`config.mk`:
```
export PLATFORM = sky130hd
export DESIGN_NAME = pipe_stage_skid
export DESIGN_NICKNAME = d
export VERILOG_FILES = /design/src/rtl/pipe_stage_skid.sv
export SDC_FILE = /design/constraint.sdc
export NUM_CORES = 1
export LEC_CHECK = 0
export BUFFER_PORTS_ARGS = -buffer_cell sky130_fd_sc_hd__buf_2
export CAP_MARGIN = 20
export CORE_UTILIZATION = 55
export DETAILED_ROUTE_END_ITERATION = 12
export HOLD_SLACK_MARGIN = 0.12
export PLACE_DENSITY = 0.87
export SYNTH_ARGS = -nofsm -noshare
export SYNTH_HDL_FRONTEND = slang
export SYNTH_SLANG_ARGS = --single-unit
```
`constraint.sdc`:
```
create_clock -name clk -period 3.59 [get_ports clk]
set_input_delay 0.8975 -clock clk [delete_from_list [all_inputs] [get_ports clk]]
set_output_delay 0.8975 -clock clk [all_outputs]
set_load 0.01 [all_outputs]
```
`src/rtl/pipe_stage_skid.sv`:
```
// Two-entry skid-buffered pipeline stage latch with valid/ready handshakes,
// NOP-bubble insertion on flush/idle and a saturating flush-drop counter.
module pipe_stage_skid #(
  parameter int unsigned DATA_W     = 16,
  parameter int unsigned CTRL_W     = 8,
  parameter int unsigned CNT_W      = 8,
  parameter bit          CLEAR_DATA = 1'b1
) (
  input  logic              clk,
  input  logic              reset,
  input  logic              flush,
  input  logic              in_valid,
  output logic              in_ready,
  input  logic [CTRL_W-1:0] in_ctrl,
  input  logic [DATA_W-1:0] in_data,
  output logic              out_valid,
  input  logic              out_ready,
  output logic [CTRL_W-1:0] out_ctrl,
  output logic [DATA_W-1:0] out_data,
  output logic [1:0]        occupancy,
  output logic [CNT_W-1:0]  drop_cnt
);

  typedef enum logic [1:0] {
    EMPTY = 2'd0,
    ONE   = 2'd1,
    FULL  = 2'd2
  } state_t;

  state_t            state, state_nx;
  logic [CTRL_W-1:0] main_ctrl, skid_ctrl;
  logic [DATA_W-1:0] main_data, skid_data;
  logic              accept, pop;
  logic [1:0]        drop_amt;
  logic [CNT_W:0]    drop_sum;

  assign accept    = in_valid & in_ready;
  assign pop       = out_valid & out_ready;
  assign out_valid = (state != EMPTY);
  assign occupancy = (state == FULL) ? 2'd2 : (state == ONE) ? 2'd1 : 2'd0;
  assign out_ctrl  = main_ctrl;
  assign out_data  = main_data;

  always_comb begin
    state_nx = state;
    if (flush) begin
      state_nx = EMPTY;
    end else begin
      unique case (state)
        EMPTY: if (accept) state_nx = ONE;
        ONE: begin
          if (accept && !pop)      state_nx = FULL;
          else if (!accept && pop) state_nx = EMPTY;
        end
        FULL:  if (pop) state_nx = ONE;
        default: state_nx = EMPTY;
      endcase
    end
  end

  // Entries lost to a flush: everything held, less a head that completes
  // its pop this cycle, plus a same-cycle accept.
  always_comb begin
    drop_amt = occupancy;
    if (pop)    drop_amt = drop_amt - 2'd1;
    if (accept) drop_amt = drop_amt + 2'd1;
    drop_sum = {1'b0, drop_cnt} + (CNT_W+1)'(drop_amt);
  end

  always_ff @(posedge clk or negedge reset) begin
    if (!reset) begin
      state     <= EMPTY;
      in_ready  <= 1'b1;
      main_ctrl <= '0;
      main_data <= '0;
      skid_ctrl <= '0;
      skid_data <= '0;
      drop_cnt  <= '0;
    end else begin
      state    <= state_nx;
      in_ready <= (state_nx != FULL);
      if (flush) begin
        drop_cnt  <= drop_sum[CNT_W] ? '1 : drop_sum[CNT_W-1:0];
        main_ctrl <= '0;
        skid_ctrl <= '0;
        if (CLEAR_DATA) begin
          main_data <= '0;
          skid_data <= '0;
        end
      end else begin
        unique case (state)
          EMPTY: begin
            if (accept) begin
              main_ctrl <= in_ctrl;
              main_data <= in_data;
            end
          end
          ONE: begin
            if (accept && pop) begin
              main_ctrl <= in_ctrl;
              main_data <= in_data;
            end else if (accept) begin
              skid_ctrl <= in_ctrl;
              skid_data <= in_data;
            end else if (pop) begin
              main_ctrl <= '0;
              if (CLEAR_DATA) main_data <= '0;
            end
          end
          FULL: begin
            if (pop) begin
              main_ctrl <= skid_ctrl;
              main_data <= skid_data;
              skid_ctrl <= '0;
              if (CLEAR_DATA) skid_data <= '0;
            end
          end
          default: ;
        endcase
      end
    end
  end

endmodule
```
Word level (Yosys, flattened, before mapping)
Cells that the tools add are included.
{"block": "word_totals", "register_bits": 59, "in_bits": 29, "out_inout_bits": 36, "wordCells": 63}
{"block": "classes", "addsub": 3, "n_eq_ne": 9, "n_mux": 31, "bitwise_logic": 2, "reduce_logical": 11}
{"op": "$mux 16", "count": 8}
{"op": "$mux 8", "count": 9}
{"op": "$pmux 16 s3", "count": 1}
{"op": "$pmux 16 s2", "count": 1}
{"op": "$pmux 8 s3", "count": 1}
{"op": "$mux 2", "count": 8}
{"op": "$pmux 8 s2", "count": 1}
{"op": "$ne 3x3->1 const B", "count": 4}
{"op": "$add 8x2->9", "count": 1}
{"op": "$ne 4x3->1 const B", "count": 2}
{"op": "$pmux 2 s3", "count": 1}
{"op": "$reduce_and 5->1", "count": 1}
{"op": "$reduce_and 4->1", "count": 1}
{"op": "$reduce_bool 4->1", "count": 1}
{"op": "$logic_and 1x1->1", "count": 3}
{"op": "$reduce_bool 3->1", "count": 1}
{"op": "$add 2x1->2 const B", "count": 1}
{"op": "$and 1x1->1", "count": 2}
{"op": "$eq 2x1->1 const B", "count": 1}
{"op": "$eq 2x2->1 const B", "count": 1}
{"op": "$logic_not 1->1", "count": 2}
{"op": "$logic_not 2->1", "count": 1}
{"op": "$ne 2x2->1 const B", "count": 1}
{"op": "$reduce_bool 2->1", "count": 1}
{"op": "2 further kinds", "count": 2}

Longest topological paths before layout
{"block": "logic_depth", "ltp_word": 9, "mapped_depth": 12, "ltp_nobuf": 11}

Least setup slack after synthesis
Ideal clock, no wire load.
{"block": "synth_timing", "path_kind": "input-to-reg", "from": "input port out_ready", "to": "register drop_cnt[6]", "setup_ps": 138, "arrival_time_ps": 2469, "t_required_ps": 3452, "path_slack_ps": 983, "cell_stages": 10, "n_path_buf": 1, "cell_sequence": "nand2b_4 > buf_6 > xnor2_1 > xnor2_1 > ha_1 > fa_1 > and4_1 > and2_1 > a21oi_1 > a31oi_1"}
{"block": "synth_via", "elab_chain_len": 6}
{"element": "from (decl)", "line": "17", "rtl": "input logic out_ready,"}
{"element": "$and 1x1->1 (*)", "line": "38", "rtl": "assign pop = out_valid & out_ready;"}
{"element": "$mux 2 (*)", "line": "65", "rtl": "if (pop) drop_amt = drop_amt - 2'd1;"}
{"element": "$add 2x1->2", "line": "66", "rtl": "if (accept) drop_amt = drop_amt + 2'd1;"}
{"element": "$mux 2 (*)", "line": "66"}
{"element": "$add 8x2->9 (*)", "line": "67", "rtl": "drop_sum = {1'b0, drop_cnt} + (CNT_W+1)'(drop_amt);"}
{"element": "$mux 8 (*)", "line": "83", "rtl": "drop_cnt <= drop_sum[CNT_W] ? '1 : drop_sum[CNT_W-1:0];"}
{"element": "to (signal assigned)", "line": "83"}
{"element": "to (decl)", "line": "21", "rtl": "output logic [CNT_W-1:0] drop_cnt"}
Every way passes the cells marked *; elsewhere a longest branch is shown, timed or not.
A chain may end at the register's enable or synchronous reset.

Worst setup path after layout
{"block": "layout_timing", "from": "register state[0]", "to": "output port occupancy[1]"}
{"block": "layout_via", "elab_chain_len": 2}
{"element": "from (decl)", "line": "30", "rtl": "state_t state, state_nx;"}
{"element": "from (signal assigned)", "line": "80", "rtl": "state <= state_nx;"}
{"element": "$eq 2x2->1", "line": "40", "rtl": "assign occupancy = (state == FULL) ? 2'd2 : (state == ONE) ? 2'd1 : 2'd0;"}
{"element": "$mux 2", "line": "40"}
{"element": "to (decl)", "line": "20", "rtl": "output logic [1:0] occupancy,"}
Every way passes these cells.

==> impl_summary.log <==
[metrics] result of the run: complete, no violations
[metrics] cell type contributing the most total cell area after synthesis: sky130_fd_sc_hd__dfrtp_1
[metrics] class of the tightest hold or removal check: reg -> reg
[metrics] CTS Root Buffer Type: sky130_fd_sc_hd__clkbuf_8
[metrics] Worst R2R End: drop_cnt[1]$_DFFE_PN0P_
[metrics] via count of the first global-routing pass: about 2600
[metrics] minimum setup slack after placement: 0.713 ns
[metrics] sequential cell area fraction in the yosys report: between 40% and 50%
[metrics] critical path peak fanout: 29
[metrics] share of synthesized area spent on multiplexers: between 2 and 2.5%
[metrics] internal power consumption: approximately 1500 µW
[metrics] deepest level of the CTS H-tree: 3
[metrics] required time of the critical path: around 2.7 ns
[metrics] leading cell types in the layout, fill and taps excluded: sky130_fd_sc_hd__buf_2 (64), sky130_fd_sc_hd__dfrtp_1 (58), sky130_fd_sc_hd__o21ai_0 (29), sky130_fd_sc_hd__a21oi_1 (29)
[metrics] R2R Setup Slk: 0.78 ns
[metrics] ratio of routed vias to standard cells: between 6 and 7
[metrics] compound-cell area share of the yosys netlist: 24.4%
[metrics] hold-critical path depth: 1
[metrics] Area contributors post-synth: sky130_fd_sc_hd__dfrtp_1 (46%), sky130_fd_sc_hd__o2bb2ai_1 (6.7%), sky130_fd_sc_hd__a221oi_1 (6.4%)
[metrics] antenna violations before repair: 0
[metrics] area share of the leading cell type in the synthesized netlist: ~46%
[metrics] global-route wire length before repair: about 13000 µm
[metrics] global route overflow: 0
[metrics] antenna diode instance count: 0
[metrics] row count: 27
[metrics] Detail Route Antenna Nets: 0
[metrics] cell area after synthesis: 3150 µm²
[metrics] residual DRC count: 0
[metrics] final instance count without filler cells: roughly 440
[metrics] number of buffers created by CTS: 9
[metrics] Final HPWL DP: ~5000 µm
[metrics] final clock period utilization by the worst path: between 70 and 80%
[metrics] Worst Setup Slack, final: 0.760 ns
[metrics] maximum resistive drop on vdd: 0.387 mV
[metrics] Syn-to-layout area delta: 18.9%
[metrics] total iterations of the first detailed-routing run: 5
[metrics] Worst-Margin Slew: 0.852 ns
[metrics] post-CTS setup buffers: 0
[metrics] maximum number of buffers from clock root to sink: 2
[metrics] number of nets in the final layout: just over 400
[metrics] clock network fraction of design power: between 20% and 30%
[metrics] simple-gate share of the synthesized area: ~17%
[metrics] Setup CP Type: reg -> out
[metrics] type of origin of the critical path: register
[metrics] Syn Nets: about 340
[metrics] clock slew at reported path FFs: about 0.07 ns
[metrics] cts hold-fix bufs: 0
[metrics] Worst Reg2Reg Path Length in Cells: 11
[metrics] most common library cell in the layout ignoring fill and taps: sky130_fd_sc_hd__buf_2
[metrics] sequential share of power: between 30% and 40%
[metrics] total negative setup slack: 0 ns
[metrics] DR WL/cell: around 18 µm
[metrics] main combinational cell family by area after synthesis: compound AO/OA/AOI/OAI gates
[metrics] crit path launch: state[0]$_DFF_PN0_
[metrics] RD Place Congestion: approximately 0.94
[metrics] switching share of power: about a third
[metrics] count of buffers inserted at the top-level ports: between 60 and 70
[metrics] arithmetic-cell share of the synthesized area counting full adders, half adders and majority gates: under 10%
[metrics] Max-slew headroom: about 43%
[metrics] Non-Filler Cell Area, Final: approximately 3700 µm²
[metrics] switching power: 790 µW
[metrics] setup repair after global routing missed its margin: false
[metrics] flop and latch count out of synthesis: between 50 and 60
[metrics] chip height: between 70 and 80 µm
[metrics] # resized after CTS: 0
[metrics] mean instance size in the synthesized netlist: between 10 and 15 µm²
[metrics] first-iteration detailed-routing DRC count: ~240
[metrics] CTS tree: done
[metrics] number of maximum-capacitance violations: 0
[metrics] # clock sinks: 59
[metrics] worst skew pair latency: roughly 0.34 ns
[metrics] number of failing hold endpoints at the final stage: 0
[metrics] endpoint kind of the worst setup timing path: primary output
[metrics] fraction of synthesized cell area in xor and xnor cells: under 10%
[metrics] power share of the combinational group: between 30% and 40%
[metrics] Setup crit end: occupancy[1]
[metrics] Leakage Power: between 0.0015 and 0.002 µW
[metrics] Total GRT Usage: between 20 and 30%
[metrics] largest net degree at the start of global routing: 39
[metrics] fraction of layout cells with a size suffix above 1: between 20% and 30%
[metrics] Inst Count DP: between 400 and 500
[metrics] unique cell type count in the Yosys netlist: 39
[metrics] number of top-level pins: 65
[metrics] number of pins exceeding their max-slew limit in the final report: 0
[metrics] area enclosed by the die boundary: around 6000 µm²
[metrics] area inside the core boundary: approximately 5500 µm²
[metrics] Max Fclk: roughly 350 MHz
[metrics] horizontal die dimension: about 80 µm
[metrics] Final Hold Slack: 0.481 ns
[metrics] # fillers: ~430
[metrics] total power density per cell area: slightly above 600 nW/µm²
[metrics] final number of setup-violating endpoints: 0
[metrics] via count: 2808
[metrics] final setup skew: about 0.0067 ns
[metrics] launch instance of the worst register-to-register path: state[0]$_DFF_PN0_
[metrics] instance area at placement: 3530 µm²
[metrics] arrival time of the worst setup path: between 1.5 and 2 ns
[metrics] initial cell density of the core: 57.2%
[metrics] final critical path time including I/O delays and setup: 2.83 ns
[metrics] total routed wirelength: about 7900 µm
[metrics] Warnings, synthesis: 0
[metrics] post-synthesis instance total: a little over 300
==> flip-flops by register name, summed over array words and instances (netlist names) <==
register   count
skid_data     16
skid_ctrl      8
drop_cnt       8
out_data      16
out_ctrl       8
state          2
in_ready       1
==> power by group through the flow <==
stage                     combinational [µW]  clock (µW)  sequential, µW
final                                    727         666             876
after global routing                     800         700             895
after global placement                   696           0             881
after floorplan                          429           0             913
after detailed placement                 715           0             885
after CTS                                724         676             877
==> worst min-delay path by stage <==
stage | startpoint | end | slack [ns]
after floorplan | skid_ctrl[0]$_DFFE_PN0P_ | skid_ctrl[0]$_DFFE_PN0P_ | 0.51
after CTS | out_ctrl[5]$_DFFE_PN0P_ | out_ctrl[5]$_DFFE_PN0P_ | 0.49
after global routing | out_data[6]$_DFFE_PN0P_ | out_data[6]$_DFFE_PN0P_ | 0.51
after detailed placement | out_data[6]$_DFFE_PN0P_ | out_data[6]$_DFFE_PN0P_ | 0.47
final | out_ctrl[5]$_DFFE_PN0P_ | out_ctrl[5]$_DFFE_PN0P_ | 0.48
after global placement | out_data[4]$_DFFE_PN0P_ | out_data[4]$_DFFE_PN0P_ | 0.47
==> synthesized netlist by cell type (all sizes together) <==
cell	n
clkbuf	18
dfstp	1
a32oi	1
mux2i	4
a21oi	30
inv	6
nor3	2
buf	7
nand2b	2
and2	3
a221oi	23
nand3	7
o21a	1
o2bb2ai	24
nand4	1
nor2b	24
mux2	2
xnor2	5
a2111oi	1
nand2	11
xor2	1
or4	1
ha	8
nor2	5
nand4b	23
a22oi	1
and4	1
a31oi	1
dfrtp	58
fa	1
or2	1
a41oi	1
o21ai	29
nand3b	1
==> layer usage <==
metal  vias to the layer above  GRT usage (%)  wire length, µm
li1                       1276              -                -
met1                      1377           37.9             3430
met2                       138           42.7             3710
met3                        17           5.41              551
met4                         0           13.2              180
met5                         -              0                0
==> metrics by stage <==
step / util, % / total power [µW]
2_1_floorplan: - / 1340
3_3_place_gp: 64.1 / 1580
3_5_place_dp: 64.1 / 1600
4_1_cts: 68.0 / 2280
5_1_grt: 68.0 / 2390
6_report: 68.0 / 2270
==> worst max-delay path, stage by stage, from the launching register on <==
cell                      delay [ns]
sky130_fd_sc_hd__dfrtp_1        0.45
sky130_fd_sc_hd__inv_1          0.15
sky130_fd_sc_hd__ha_1           0.73
sky130_fd_sc_hd__buf_2          0.26
==> cell type report <==
cell class,instances,area [µm²],area share (%)
clock buffers,10,138,3.68
clock inverters,5,77.6,2.07
inverters,6,22.5,0.601
multi-input cells,215,1540,41.2
flip-flops and latches,59,1480,39.5
well taps,72,90.1,2.41
repair buffers,74,395,10.6
==> cells by family after synthesis <==
kind of cell,count (synthesis)
AO/OA/AOI/OAI,112
AND/OR/NAND/NOR,82
flip-flops,59
buffers and inverters,31
adder cells (fa/ha/maj),9
XOR/XNOR,6
multiplexers,6
No activity file was read; power rests on OpenSTA's default activity.
